===== src/rtl/dmc_dma_pkg.sv =====
// dmc_dma_pkg: shared types and constants for the DMC DMA responder.
// Holds the FSM state encoding and the fetch cycle-count constants.
package dmc_dma_pkg;

  typedef enum logic [2:0] {
    IDLE,
    HALT,
    DUMMY,
    ALIGN,
    READ,
    RELEASE
  } state_t;

  localparam logic ADDR_MSB_DEF       = 1'b1;
  localparam int   MAX_WRITE_WAIT_DEF = 3;

  // CPU cycles from the request being seen to the ack
  localparam int LAT_ALIGNED    = 3;
  localparam int LAT_MISALIGNED = 4;
  localparam int MIN_ACK_GAP    = 4;

endpackage


===== src/rtl/dmc_dma_responder.sv =====
// dmc_dma_responder: halts the CPU, steals cycles and fetches one DMC byte.
// Optional macro DMC_DMA_DUMMY_READ_EN replays the CPU's read in DUMMY/ALIGN.
module dmc_dma_responder
  import dmc_dma_pkg::*;
#(
  parameter logic ADDR_MSB       = ADDR_MSB_DEF,
  parameter int   MAX_WRITE_WAIT = MAX_WRITE_WAIT_DEF
) (
  input  logic        clk,
  input  logic        rst,
  input  logic        cpu_clk,
  input  logic        apu_phase,
  input  logic        cpu_r_nw,
  input  logic [15:0] cpu_addr,
  input  logic        dma_req,
  input  logic [14:0] dma_address,
  input  logic [7:0]  mem_data,
  output logic        cpu_rdy,
  output logic        bus_sel,
  output logic [15:0] bus_addr,
  output logic        dma_ack,
  output logic [7:0]  from_mem,
  output logic        err
);

  localparam int WW = $clog2(MAX_WRITE_WAIT + 2);
  localparam logic [WW-1:0] WMAX = WW'(MAX_WRITE_WAIT);
  localparam logic [WW-1:0] WSAT = WMAX + 1'b1;

  state_t        state;
  state_t        state_nxt;
  logic [WW-1:0] wcnt;
  logic [WW-1:0] wcnt_nxt;
  logic          rdy_nxt;
  logic          err_nxt;
  logic          ack_nxt;
  logic [7:0]    data_nxt;

`ifndef DMC_DMA_DUMMY_READ_EN
  logic unused_cpu_addr;
  assign unused_cpu_addr = ^cpu_addr;
`endif

  // State, handshake and capture registers
  always_ff @(posedge clk or negedge rst) begin
    if (!rst) begin
      state    <= IDLE;
      cpu_rdy  <= 1'b1;
      wcnt     <= '0;
      err      <= 1'b0;
      dma_ack  <= 1'b0;
      from_mem <= 8'h00;
    end else begin
      state    <= state_nxt;
      cpu_rdy  <= rdy_nxt;
      wcnt     <= wcnt_nxt;
      err      <= err_nxt;
      dma_ack  <= ack_nxt;
      from_mem <= data_nxt;
    end
  end

  // Next state, bus ownership and register updates
  always_comb begin
    state_nxt = state;
    rdy_nxt   = cpu_rdy;
    wcnt_nxt  = wcnt;
    err_nxt   = err;
    ack_nxt   = 1'b0;
    data_nxt  = from_mem;
    bus_sel   = 1'b0;
    bus_addr  = 16'h0000;
    unique case (state)
      IDLE: begin
        if (cpu_clk && dma_req) begin
          state_nxt = HALT;
          rdy_nxt   = 1'b0;
          wcnt_nxt  = '0;
        end
      end
      HALT: begin
        if (cpu_clk) begin
          if (!dma_req) begin
            state_nxt = IDLE;
            rdy_nxt   = 1'b1;
          end else if (!cpu_r_nw) begin
            if (wcnt != WSAT)
              wcnt_nxt = wcnt + 1'b1;
            if (wcnt >= WMAX)
              err_nxt = 1'b1;
          end else begin
            state_nxt = DUMMY;
          end
        end
      end
      DUMMY: begin
`ifdef DMC_DMA_DUMMY_READ_EN
        bus_sel  = 1'b1;
        bus_addr = cpu_addr;
`endif
        if (cpu_clk) begin
          if (!dma_req) begin
            state_nxt = IDLE;
            rdy_nxt   = 1'b1;
          end else begin
            state_nxt = apu_phase ? READ : ALIGN;
          end
        end
      end
      ALIGN: begin
`ifdef DMC_DMA_DUMMY_READ_EN
        bus_sel  = 1'b1;
        bus_addr = cpu_addr;
`endif
        if (cpu_clk) begin
          if (!dma_req) begin
            state_nxt = IDLE;
            rdy_nxt   = 1'b1;
          end else begin
            state_nxt = READ;
          end
        end
      end
      READ: begin
        bus_sel  = 1'b1;
        bus_addr = {ADDR_MSB, dma_address};
        if (cpu_clk) begin
          data_nxt  = mem_data;
          ack_nxt   = 1'b1;
          rdy_nxt   = 1'b1;
          state_nxt = RELEASE;
        end
      end
      RELEASE: begin
        if (cpu_clk)
          state_nxt = IDLE;
      end
      default: begin
        state_nxt = IDLE;
      end
    endcase
  end

endmodule


===== config.mk =====
export PLATFORM = sky130hd
export DESIGN_NAME = dmc_dma_responder
export DESIGN_NICKNAME = d
export VERILOG_FILES = /design/src/rtl/dmc_dma_pkg.sv /design/src/rtl/dmc_dma_responder.sv
export SDC_FILE = /design/constraint.sdc
export NUM_CORES = 1
export LEC_CHECK = 0
export CAP_MARGIN = 5
export CORE_MARGIN = 2
export CORE_UTILIZATION = 60
export CTS_CLUSTER_SIZE = 8
export DETAILED_ROUTE_END_ITERATION = 8
export DONT_BUFFER_PORTS = 1
export PLACE_DENSITY = 0.77
export RECOVER_POWER = 100
export SETUP_SLACK_MARGIN = 0.15
export SLEW_MARGIN = 20
export SYNTH_ARGS = -nofsm -noshare
export SYNTH_HDL_FRONTEND = slang
export SYNTH_SLANG_ARGS = --single-unit

===== constraint.sdc =====
create_clock -name clk -period 1.5 [get_ports clk]
set_input_delay 0.075 -clock clk [delete_from_list [all_inputs] [get_ports clk]]
set_output_delay 0.075 -clock clk [all_outputs]
set_load 0.005 [all_outputs]

==> results.cfg <==
[power_and_ir_drop]
p_leak_uw = 0.000584
max-vdd-ir-drop_v = 0.000789
power.density_nw_per_um2 = 1390

[final_layout]
antenna_cells = 0
num-nets-final = 159
drive_gt1_share_pct = 16.4
syn_to_final_growth_pct = 17.6
fill_cells = 92
fin_util_pct = 76.9

[global_route]
grt-ovfl-total = 0
antenna_found_initial = 0
grt_first_pass_wirelength_um = 3330
grt_max_degree = 25
grtUsageTotal_pct = 23.6
grt_pass1_vias = 778

[clocking]
cts_buffers = 3
clkLatencyLatePin_ps = 300
cts_buffer_depth = 2
clk_pin_slew_worst_paths_ps = 100
root_buffer = clkbuf_4
cts_tree = done
cts.sinks = 17
htree_levels = 1

[drt]
via_per_inst = 6.46
routed_wirelength_um = 2150
route.detailed.drc = 0
vias = 814
drtIter0Drc = 17
antenna_left = 0
avgRoutedWirePerCell_um = 17.1
firstDrtPassIters = 4

[die]
die_area_um2 = 2000
io_pins = 73
coreArea_um2 = 1520
start_util_pct = 65.4
die_w_um = 44.8
die_height_um = 44.8
rows = 14

[timing]
hold_slack_ps = 13.0
fin_crit_sh_pct = 90.0
finalHoldViolations = 0
clock_skew_ps = 2.15
fin_tns_setup_ps = 0
setup_violations = 0
worst_pin_slew_ps = 747
max_freq_mhz = 741
final-max-slew-violation-count = 0
rsz0062_at_grt = true
fin_crit_ps = 1350
slew_headroom_pct = 50.0

[placed_design]
place_congestion = 0.799
portBuffers = 0
dp_hpwl_um = 1250

[synth]
yosysSeqAreaShare_pct = 42.8
syn-num-nets = 141
netlist_area_um2 = 997
synth_seq_cells = 17
syn_avg_cell_area_um2 = 10.7
yosysWarnings = 0
synth_cell_types = 31
postSynthCellCount = 93

[worst_setup_path]
path_max_fanout = 10
critPathLaunchType = register
crit_type = reg -> reg
r2r-end = from_mem[1]
rrSetupSlack_ps = 150
crit_path_end = from_mem[1]
worstRegToRegCells = 3
worstReg2RegStart = state[1]
critPathArrivalTime_ps = 1530
critPathLaunch = state[1]
critPathCaptureType = register
worstPathRequired_ps = 1680

[run]
drv_cap = 0

[run_status]
run_status = finished clean

[min_path]
min_path_cells = 3
hp-class = in -> reg
[cells by family (layout without fill, tap and decap cells)]
logic type / count (synthesis) / count (layout) / share of synthesized area, %
buffers and inverters: 12 / 27 / 6.90
adders and majority gates: 3 / 3 / 3.76
muxes: 9 / 9 / 13.0
and+or+nand+nor: 35 / 37 / 23.1
DFF: 17 / 17 / 42.8
AOI/OAI and AO/OA: 17 / 17 / 10.4
[where the power goes]
| part | switching, uW | total, uW | internal [uW] |
|---|---|---|---|
| clock network | 149 | 248 | 99.6 |
| logic | 336 | 627 | 291 |
| registers | 128 | 758 | 630 |
| total | 613 | 1630 | 1020 |
[worst min-delay path by stage]
stage              start     endpoint  slack, ps
2_1_floorplan        rst      dma_ack       -220
3_3_place_gp         rst  from_mem[5]       -220
3_5_place_dp         rst  from_mem[5]       -220
4_1_cts        apu_phase     state[0]          5
5_1_grt          dma_req     state[1]         10
6_report       apu_phase     state[0]         10
[final cells by class]
cell class | count | area (um^2) | area share, %
Sequential cell | 17 | 427 | 36.4
Timing Repair Buffer | 19 | 189 | 16.1
Clock buffer | 3 | 22.5 | 1.92
Tap cell | 16 | 20.0 | 1.71
Inverter | 4 | 15.0 | 1.28
Clock inverter | 1 | 5.00 | 0.427
Multi-Input combinational cell | 66 | 494 | 42.2
[worst max-delay path, cell delays in order (launching register included)]
cell and delay (ps):
dfrtp_1 430, and4bb_1 330, buf_12 150, mux2_1 330
[repair_timing]
item | 4_1_cts | 5_1_grt
pin swaps | 1 | 3
hold buffers | 13 | 0
endpoints found under the hold margin | 30 | 0
setup buffers | 0 | 2
setup endpoints to repair | 17 | 17
resized for setup | 1 | 3
gates cloned | 1 | 1
[flip-flops by register name, summed over array words and instances, names as in the netlist]
register,count
cpu_rdy,1
dma_ack,1
err,1
from_mem,8
state,3
wcnt,3
[placed cells by master (no fill, tap or decap), drive strengths merged, types with 5 or more instances in the layout]
cell type,count
dfrtp,16
a21oi,5
buf,5
dlygate4sd3,13
nor2,7
mux2,8
o21ai,5
and3,15
[cells in the mapped netlist]
master    count  area (um^2)
dfrtp_1      16          400
and3_1       15         93.8
buf_2         1         5.00
a31oi_1       1         6.26
a21boi_2      1         11.3
o22ai_1       2         12.5
mux2i_1       1         10.0
dfstp_2       1         26.3
a21oi_1       5         25.0
and2_1        1         6.26
nor4b_1       1         8.76
nor2_4        1         11.3
nand4b_1      2         17.5
and4bb_2      1         12.5
a21o_1        1         7.51
mux2_4        8          120
o21ai_0       5         25.0
nand2_1       4         15.0
ha_1          3         37.5
a31o_2        1         8.76
nor2_1        4         15.0
buf_6         2         22.5
and2b_2       1         8.76
o211ai_1      1         7.51
buf_4         2         15.0
and4b_2       1         11.3
nand3_1       2         10.0
and4bb_1      1         12.5
clkbuf_1      3         11.3
nand3b_1      1         7.51
inv_1         4         15.0
[per-layer routing]
metal  track usage [%]  up-vias  part of all wire [%]
li1                  -      368                     -
met1              25.1      394                    39
met2              41.4       47                    52
met3              6.80        5                   8.1
met4              13.3        0                   1.7
met5                 0        -                     0
[through the flow]
stage | total power [uW] | cells | instance area [um^2] | setup WS (ps)
floorplan | 1250 | 93 | 997 | 279
global placement | 1330 | 105 | 1010 | 244
detailed placement | 1360 | 105 | 1010 | 237
CTS | 1680 | 123 | 1170 | 146
global route | 1760 | 126 | 1170 | 89.3
finish | 1630 | 126 | 1170 | 150
(Power assumes the default switching activity.)
